--- src/rtl/tnn_frame_pkg.sv ---
// Shared types and helpers for the TNN feature framer: FSM state encoding
// and the shift-and-saturate quantizer.
package tnn_frame_pkg;

  typedef enum logic [1:0] {
    FILL    = 2'd0,
    FULL    = 2'd1,
    DISCARD = 2'd2
  } frame_state_t;

  localparam int unsigned FEAT_W_DEF = 3;
  localparam int unsigned FEAT_MAX   = (1 << FEAT_W_DEF) - 1;

  // Widths are passed in so one helper serves every parameterisation.
  function automatic logic [31:0] sat_quant(input logic [31:0] raw,
                                            input int unsigned shift,
                                            input int unsigned feat_w);
    logic [31:0] q;
    logic [31:0] lim;
    q   = raw >> shift;
    lim = (32'd1 << feat_w) - 32'd1;
    return (q > lim) ? lim : q;
  endfunction

endpackage

--- src/rtl/tnn_sat_counter.sv ---
// Saturating up-counter: increments on inc, holds at all-ones, never wraps.
module tnn_sat_counter #(
  parameter int unsigned WIDTH = 16
) (
  input  logic             clk,
  input  logic             rst_n,
  input  logic             inc,
  output logic [WIDTH-1:0] count
);

  always_ff @(posedge clk or negedge rst_n) begin
    if (!rst_n) begin
      count <= '0;
    end else if (inc && (count != '1)) begin
      count <= count + WIDTH'(1);
    end
  end

endmodule

--- src/rtl/tnn_feature_framer.sv ---
// Serial raw-sample to quantized-feature frame assembler with a fill register
// and an output register, presented on a valid/ready interface.
module tnn_feature_framer
  import tnn_frame_pkg::*;
#(
  parameter int unsigned RAW_W  = 8,
  parameter int unsigned FEAT_W = 3,
  parameter int unsigned N_FEAT = 6,
  parameter int unsigned SHIFT  = 5,
  parameter int unsigned CNT_W  = 16
) (
  input  logic                     clk,
  input  logic                     rst_n,
  input  logic                     s_valid,
  output logic                     s_ready,
  input  logic [RAW_W-1:0]         s_data,
  input  logic                     s_last,
  output logic                     m_valid,
  input  logic                     m_ready,
  output logic [N_FEAT*FEAT_W-1:0] m_feat,
  output logic [CNT_W-1:0]         frame_cnt,
  output logic [CNT_W-1:0]         err_cnt,
  output logic                     err_pulse
);

  localparam int unsigned IDX_W   = (N_FEAT > 1) ? $clog2(N_FEAT) : 1;
  localparam int unsigned FRAME_W = N_FEAT * FEAT_W;
  localparam logic [IDX_W-1:0] LAST_IDX = IDX_W'(N_FEAT - 1);

  frame_state_t       state, state_next;
  logic [IDX_W-1:0]   idx, idx_next;
  logic [FRAME_W-1:0] fill_reg, fill_next;
  logic               fill_full;
  logic               accept;
  logic               transfer;
  logic               deliver;
  logic               err_evt;
  logic [FEAT_W-1:0]  q;

  assign fill_full = (state == FULL);
  assign s_ready   = !fill_full;
  assign accept    = s_valid & s_ready;
  assign transfer  = fill_full & (!m_valid | m_ready);
  assign deliver   = m_valid & m_ready;
  assign q         = FEAT_W'(sat_quant(32'(s_data), SHIFT, FEAT_W));

  always_comb begin
    state_next = state;
    idx_next   = idx;
    fill_next  = fill_reg;
    err_evt    = 1'b0;
    case (state)
      FILL: begin
        if (accept) begin
          fill_next[idx*FEAT_W +: FEAT_W] = q;
          if (s_last) begin
            idx_next = '0;
            if (idx == LAST_IDX) begin
              state_next = FULL;
            end else begin
              err_evt = 1'b1;
            end
          end else if (idx == LAST_IDX) begin
            // Overlong frame: last field is written, remainder is swallowed.
            idx_next   = '0;
            state_next = DISCARD;
          end else begin
            idx_next = idx + IDX_W'(1);
          end
        end
      end
      DISCARD: begin
        if (accept && s_last) begin
          err_evt    = 1'b1;
          state_next = FILL;
        end
      end
      FULL: begin
        if (transfer) begin
          state_next = FILL;
        end
      end
      default: state_next = FILL;
    endcase
  end

  always_ff @(posedge clk or negedge rst_n) begin
    if (!rst_n) begin
      state    <= FILL;
      idx      <= '0;
      fill_reg <= '0;
    end else begin
      state    <= state_next;
      idx      <= idx_next;
      fill_reg <= fill_next;
    end
  end

  // Output register: a transfer takes priority so handshake+reload has no bubble.
  always_ff @(posedge clk or negedge rst_n) begin
    if (!rst_n) begin
      m_valid   <= 1'b0;
      m_feat    <= '0;
      err_pulse <= 1'b0;
    end else begin
      err_pulse <= err_evt;
      if (transfer) begin
        m_valid <= 1'b1;
        m_feat  <= fill_reg;
      end else if (m_ready) begin
        m_valid <= 1'b0;
      end
    end
  end

  tnn_sat_counter #(.WIDTH(CNT_W)) u_frame_cnt (
    .clk   (clk),
    .rst_n (rst_n),
    .inc   (deliver),
    .count (frame_cnt)
  );

  tnn_sat_counter #(.WIDTH(CNT_W)) u_err_cnt (
    .clk   (clk),
    .rst_n (rst_n),
    .inc   (err_evt),
    .count (err_cnt)
  );

endmodule

--- config.mk ---
export PLATFORM = sky130hd
export DESIGN_NAME = tnn_feature_framer
export DESIGN_NICKNAME = d
export VERILOG_FILES = /design/src/rtl/tnn_frame_pkg.sv /design/src/rtl/tnn_sat_counter.sv /design/src/rtl/tnn_feature_framer.sv
export SDC_FILE = /design/constraint.sdc
export NUM_CORES = 1
export LEC_CHECK = 0
export CORE_ASPECT_RATIO = 0.75
export CORE_UTILIZATION = 45
export CTS_BUF_LIST = sky130_fd_sc_hd__clkbuf_16
export DETAILED_ROUTE_END_ITERATION = 10
export PLACE_DENSITY = 0.79
export REMOVE_ABC_BUFFERS = 1
export SLEW_MARGIN = 10
export SYNTH_ARGS = -nofsm -noshare
export SYNTH_HDL_FRONTEND = slang
export SYNTH_HIERARCHICAL = 1
export SYNTH_SLANG_ARGS = --single-unit
--- constraint.sdc ---
create_clock -name clk -period 1.95 [get_ports clk]
set_input_delay 0.585 -clock clk [delete_from_list [all_inputs] [get_ports clk]]
set_output_delay 0.585 -clock clk [all_outputs]
set_load 0.005 [all_outputs]
==> Word level (Yosys, flattened, before mapping) <==
Index checks and enable logic that the tools add are counted.
{ "word_totals": {"elab_cells": 56, "output_inout_bits": 53, "inputBits": 13, "register_bits": 75} }
{ "op_classes": {"shifts": 2, "order_cmp": 1, "multipliers": 1, "bitwise": 4, "n_eq_ne": 9, "n_reduce_logical": 9, "n_addsub": 4, "mux": 18} }
{ "ops": {"columns": ["op", "n"], "rows": [
  ["5-bit negation with 34-bit output", 1],
  ["3-bit by 34-bit variable shift with 18-bit output (first input constant)", 1],
  ["3-bit by 34-bit variable part select with 18-bit output", 1],
  ["16-bit by 1-bit adder with 16-bit output (second input constant)", 2],
  ["16-bit != test (second input constant)", 2],
  ["18-bit bitwise mux", 1],
  ["2-bit 2-to-1 mux", 6],
  ["3-bit 2-to-1 mux", 3],
  ["1-bit 2-to-1 mux", 6],
  ["2-bit != test (second input constant)", 3],
  ["2-bit one-hot mux with 3 select lines", 1],
  ["3-bit by 2-bit multiplier with 5-bit output (second input constant)", 1],
  ["4-bit AND reduction", 1],
  ["3-bit by 1-bit adder with 3-bit output (second input constant)", 1],
  ["1-bit AND", 3],
  ["3-bit == test (second input constant)", 1],
  ["3-bit > comparator (second input constant)", 1],
  ["1-bit logical AND", 3],
  ["2-bit by 1-bit == test with 1-bit output (second input constant)", 1],
  ["2-bit == test (second input constant)", 1],
  ["1-bit zero test", 2],
  ["2-bit zero test", 1],
  ["2-bit by 1-bit != test with 1-bit output (second input constant)", 1],
  ["1-bit one-hot mux with 2 select lines", 1],
  ["3 further kinds", 3]
]} }

==> Longest topological paths before layout <==
{ "depth": {"depth_word": 7, "depth_mapped": 9, "mapped_depth_nobuf": 9} }

==> Cells and area by module <==
The synthesis kept the hierarchy.
{ "modules_own_cells": {"columns": ["mod", "area_each_um2", "seq_area_each_um2", "cells_per_inst", "n_inst"], "rows": [
  ["tnn_feature_framer", 1895.6, 1076.0, 141, 1],
  ["tnn_sat_counter", 859.6, 400.4, 72, 2]
]} }

==> Worst setup path before layout <==
No wires, ideal clock.
{ "synth_path": {"kind": "register to register", "start": "register idx[1]", "end": "register u_err_cnt.count[5]", "setup_time_ns": 0.119, "arrival_time_ns": 2.057, "slack_ns": -0.225, "stages_incl_launch_ff": 10, "n_path_buf": 0, "period_less_slack_ns": 2.175, "path_cell_list": "dfrtp_1 inv_1 ha_1 nand2_1 nor2_1 nor3_1 and3_1 and4_2 o211ai_1 o21a_1"} }
{ "synth_between": {"elab_chain_cells": 6} }
{ "synth_rtl": {"columns": ["item", "line_no", "source"], "rows": [
  ["start: declaration", "tnn_feature_framer.sv:31", "logic [IDX_W-1:0] idx, idx_next;"],
  ["start signal: assignment", "tnn_feature_framer.sv:94", "idx <= idx_next;"],
  ["3-bit == test", "tnn_feature_framer.sv:58", "if (idx == LAST_IDX) begin"],
  ["1-bit 2-to-1 mux", "tnn_feature_framer.sv:58", null],
  ["1-bit 2-to-1 mux", "tnn_feature_framer.sv:56", "if (s_last) begin"],
  ["1-bit 2-to-1 mux", "tnn_feature_framer.sv:54", "if (accept) begin"],
  ["1-bit one-hot mux with 2 select lines", "tnn_feature_framer.sv:52", "case (state)"],
  ["via err_evt", "tnn_feature_framer.sv:37", "logic err_evt;"],
  ["1-bit logical AND", "tnn_sat_counter.sv:14", "end else if (inc && (count != '1)) begin"],
  ["end signal: assignment", "tnn_sat_counter.sv:15", "count <= count + WIDTH'(1);"],
  ["end: declaration", "tnn_sat_counter.sv:8", "output logic [WIDTH-1:0] count"]
]} }
The timed path passes the listed nets, and every way through them passes these cells.
A chain may end at the register's enable or synchronous reset.

==> Final worst setup path <==
{ "layout_path": {"start": "register u_frame_cnt.count[12]", "end": "output frame_cnt[12]"} }
{ "layout_rtl": {"columns": ["item", "line_no", "source"], "rows": [
  ["start: declaration", "tnn_sat_counter.sv:8", null],
  ["start signal: assignment", "tnn_sat_counter.sv:15", null],
  ["end: declaration", "tnn_feature_framer.sv:21", "output logic [CNT_W-1:0] frame_cnt,"]
]} }
No word-level cell between the ends.

==> metrics.txt <==
pwr/cell area between 900 and 1000 mW/mm²; gr usage total 20.0%; fraction of layout cells with a size suffix above 1 33.5%; Die Y 79.6 µm; post-synth cell types 49; CP peak stage delay 0.54 ns; CP Capture Type output port; commonest non-fill, non-tap cell in the layout dfrtp_1; Syn Inst Count 285; most frequent cells in the layout 59 x dfrtp_1, 56 x clkdlybuf4s50_1, 33 x mux2_2; number of setup violations in the final report 0; mapped cell area between 0.003 and 0.004 mm²; Clock Skew between 0.007 and 0.008 ns; post-route minimum period 1.90 ns; syn avg cell area 12.7 µm²; final max-slew violation count 0; CTS Sinks 75; H-tree lvl count 3; Overflow after GRT 0; cts bufs inserted 9; vias per std cell 5.41; fin crit share between 90% and 100%; gpl congestion 0.856; Ys Warns 6; clock latency on the worst-skew pair 0.33 ns; row cnt 27; Pre-antenna DRT Iters 4; post-layout util 65.1%; CP Launch Type flop; initial antenna violation count 0; P&R area growth vs syn 36.4%; status finished clean; initial DRC count 94; largest cells by area after synthesis dfrtp_1 52%, mux2_2 10%, nand4_1 3.1%, xnor2_1 2.7%, nor4_4 2.4%; Die ar. 0.00840 mm²; top_reg_cell synth dfrtp_1; Max Fclk roughly 0.53 GHz; CP required between 1 and 1.5 ns; Yosys reg bits 75; chip width 105 µm; CP Cell Sequence clkdlybuf4s50_1; Final ANT Viol Nets 0; Worst path depth 1; Worst-path clk slew 0.06 ns; drt drc 0; largest net degree at the start of global routing 35; slowest CP cell clkdlybuf4s50_1; worst vdd ir 0.552 mV; post-synth top area share 51.9%; first-pass GRT wire length 13,300 µm; CTS max path bufs 2; Starting Density about 48%; via count 2,646; post-DR wirelength/cell 16.0 µm; Worst Max-Slew Pin Slew around 0.45 ns; WP data arrival roughly 1.3 ns; Final #Nets 403; core area roughly 0.0076 mm²; post-synth top area cell dfrtp_1; maxcap violations 0; design area 0.00493 mm²; Post-DP Area 0.00454 mm²; CP Buf/Inv Count 1; total I/O pin count 66; RSZ-0062 raised after global routing true; clock tree from TritonCTS yes; sequential area share after synthesis 51.9%; Diodes inserted 0; critical path fanouts, max 7; vias in the first global route roughly 2.7k; Post-synth EDFFs 0; r2r worst-path depth 10; HPWL Detailed 5440 µm; Setup Crit Path Kind flop to output port; Top Family by Delay on Critical Path buffers and inverters; post-synthesis async set-or-reset flop share between 90% and 100%; CTS Root Cell clkbuf_16; Slew HR 69.7%; Buffers on Ports 60; Hold Path Class input port to asynchronous set/reset pin; leakage dissipation approximately 0.0022 µW; final hold viol count 0; final WL approximately 7800 µm
==> report_power, final <==
group,total [µW],switching [µW],internal (µW),leakage [µW]
Combinational,892,371,521,0.00109
Sequential,2040,225,1810,0.000982
Clock,1620,638,985,0.000137
==> cell type report <==
type / count / area [µm²]
inverter: 6 / 22.5
sequential: 75 / 1900
multi-input combinational: 200 / 1720
fill: 610 / 2640
timing repair buffer: 92 / 867
tap: 101 / 126
clock inverter: 6 / 67.6
clock buffer: 9 / 225
==> logic make-up after synthesis <==
logic type	count (synthesis)	share of synthesized area, %
buffers and inverters	10	1.49
and+or+nand+nor	102	21.4
DFF	75	51.9
xor gates and xnor gates	15	3.63
muxes	38	11.7
adders and majority gates	6	2.08
AOI/OAI and AO/OA	39	7.72
==> per-stage QoR <==
step / hold WS [ns] / setup slack [ns] / power, µW / TNS (ns) / std cells
after floorplan: 0.289 / -0.291 / 2420 / -2.64 / 281
final: 0.205 / 0.0489 / 4550 / 0 / 489
after global routing: 0.238 / -0.0464 / 4800 / -0.102 / 489
after detailed placement: 0.478 / -0.346 / 2910 / -11.87 / 469
after global placement: 0.473 / -0.327 / 2870 / -11.45 / 469
after CTS: 0.224 / -0.0256 / 4560 / -0.0256 / 485
==> synthesized netlist by cell type (all sizes together), types with 4 or more instances <==
master and number:
a21oi 7, o21ai 7, o21a 10, and4 6, nor2 11, ha 6
xor2 4, xnor2 11, a31oi 7, nand3 15, inv 6, and3 7
nand4 22, nor3 4, mux2 35, dfrtp 75, nand2 17, nor4 4
==> worst paths after layout <==
kind	from	end	slack [ns]
max	u_frame_cnt/count[12]	frame_cnt[12]	0.05
min	rst_n	m_feat[3]	0.20
max reg2reg	idx[0]	u_err_cnt/count[13]	0.05
min reg2reg	fill_reg[11]	m_feat[11]	0.51
max in group asynchronous	rst_n	u_frame_cnt/count[2]	1.14
min in group clk	fill_reg[11]	m_feat[11]	0.51
==> repair_timing <==
action / CTS / global route
pin swaps: 0 / 7
endpoints found under the setup margin: 6 / 31
gates resized for setup: 5 / 25
hold buffers: 0 / 0
gates cloned: 0 / 0
buffers inserted: 1 / 4
==> routing by layer <==
metal	track usage, %	vias up	share of wire [%]	wire length, µm
met5	0	-	0	0
met4	6.25	0	0.57	45
met3	4.65	4	3.4	268
met2	32.1	51	46	3610
met1	27.1	1313	50	3920
li1	-	1278	-	-
No activity file was read; power rests on OpenSTA's default activity.
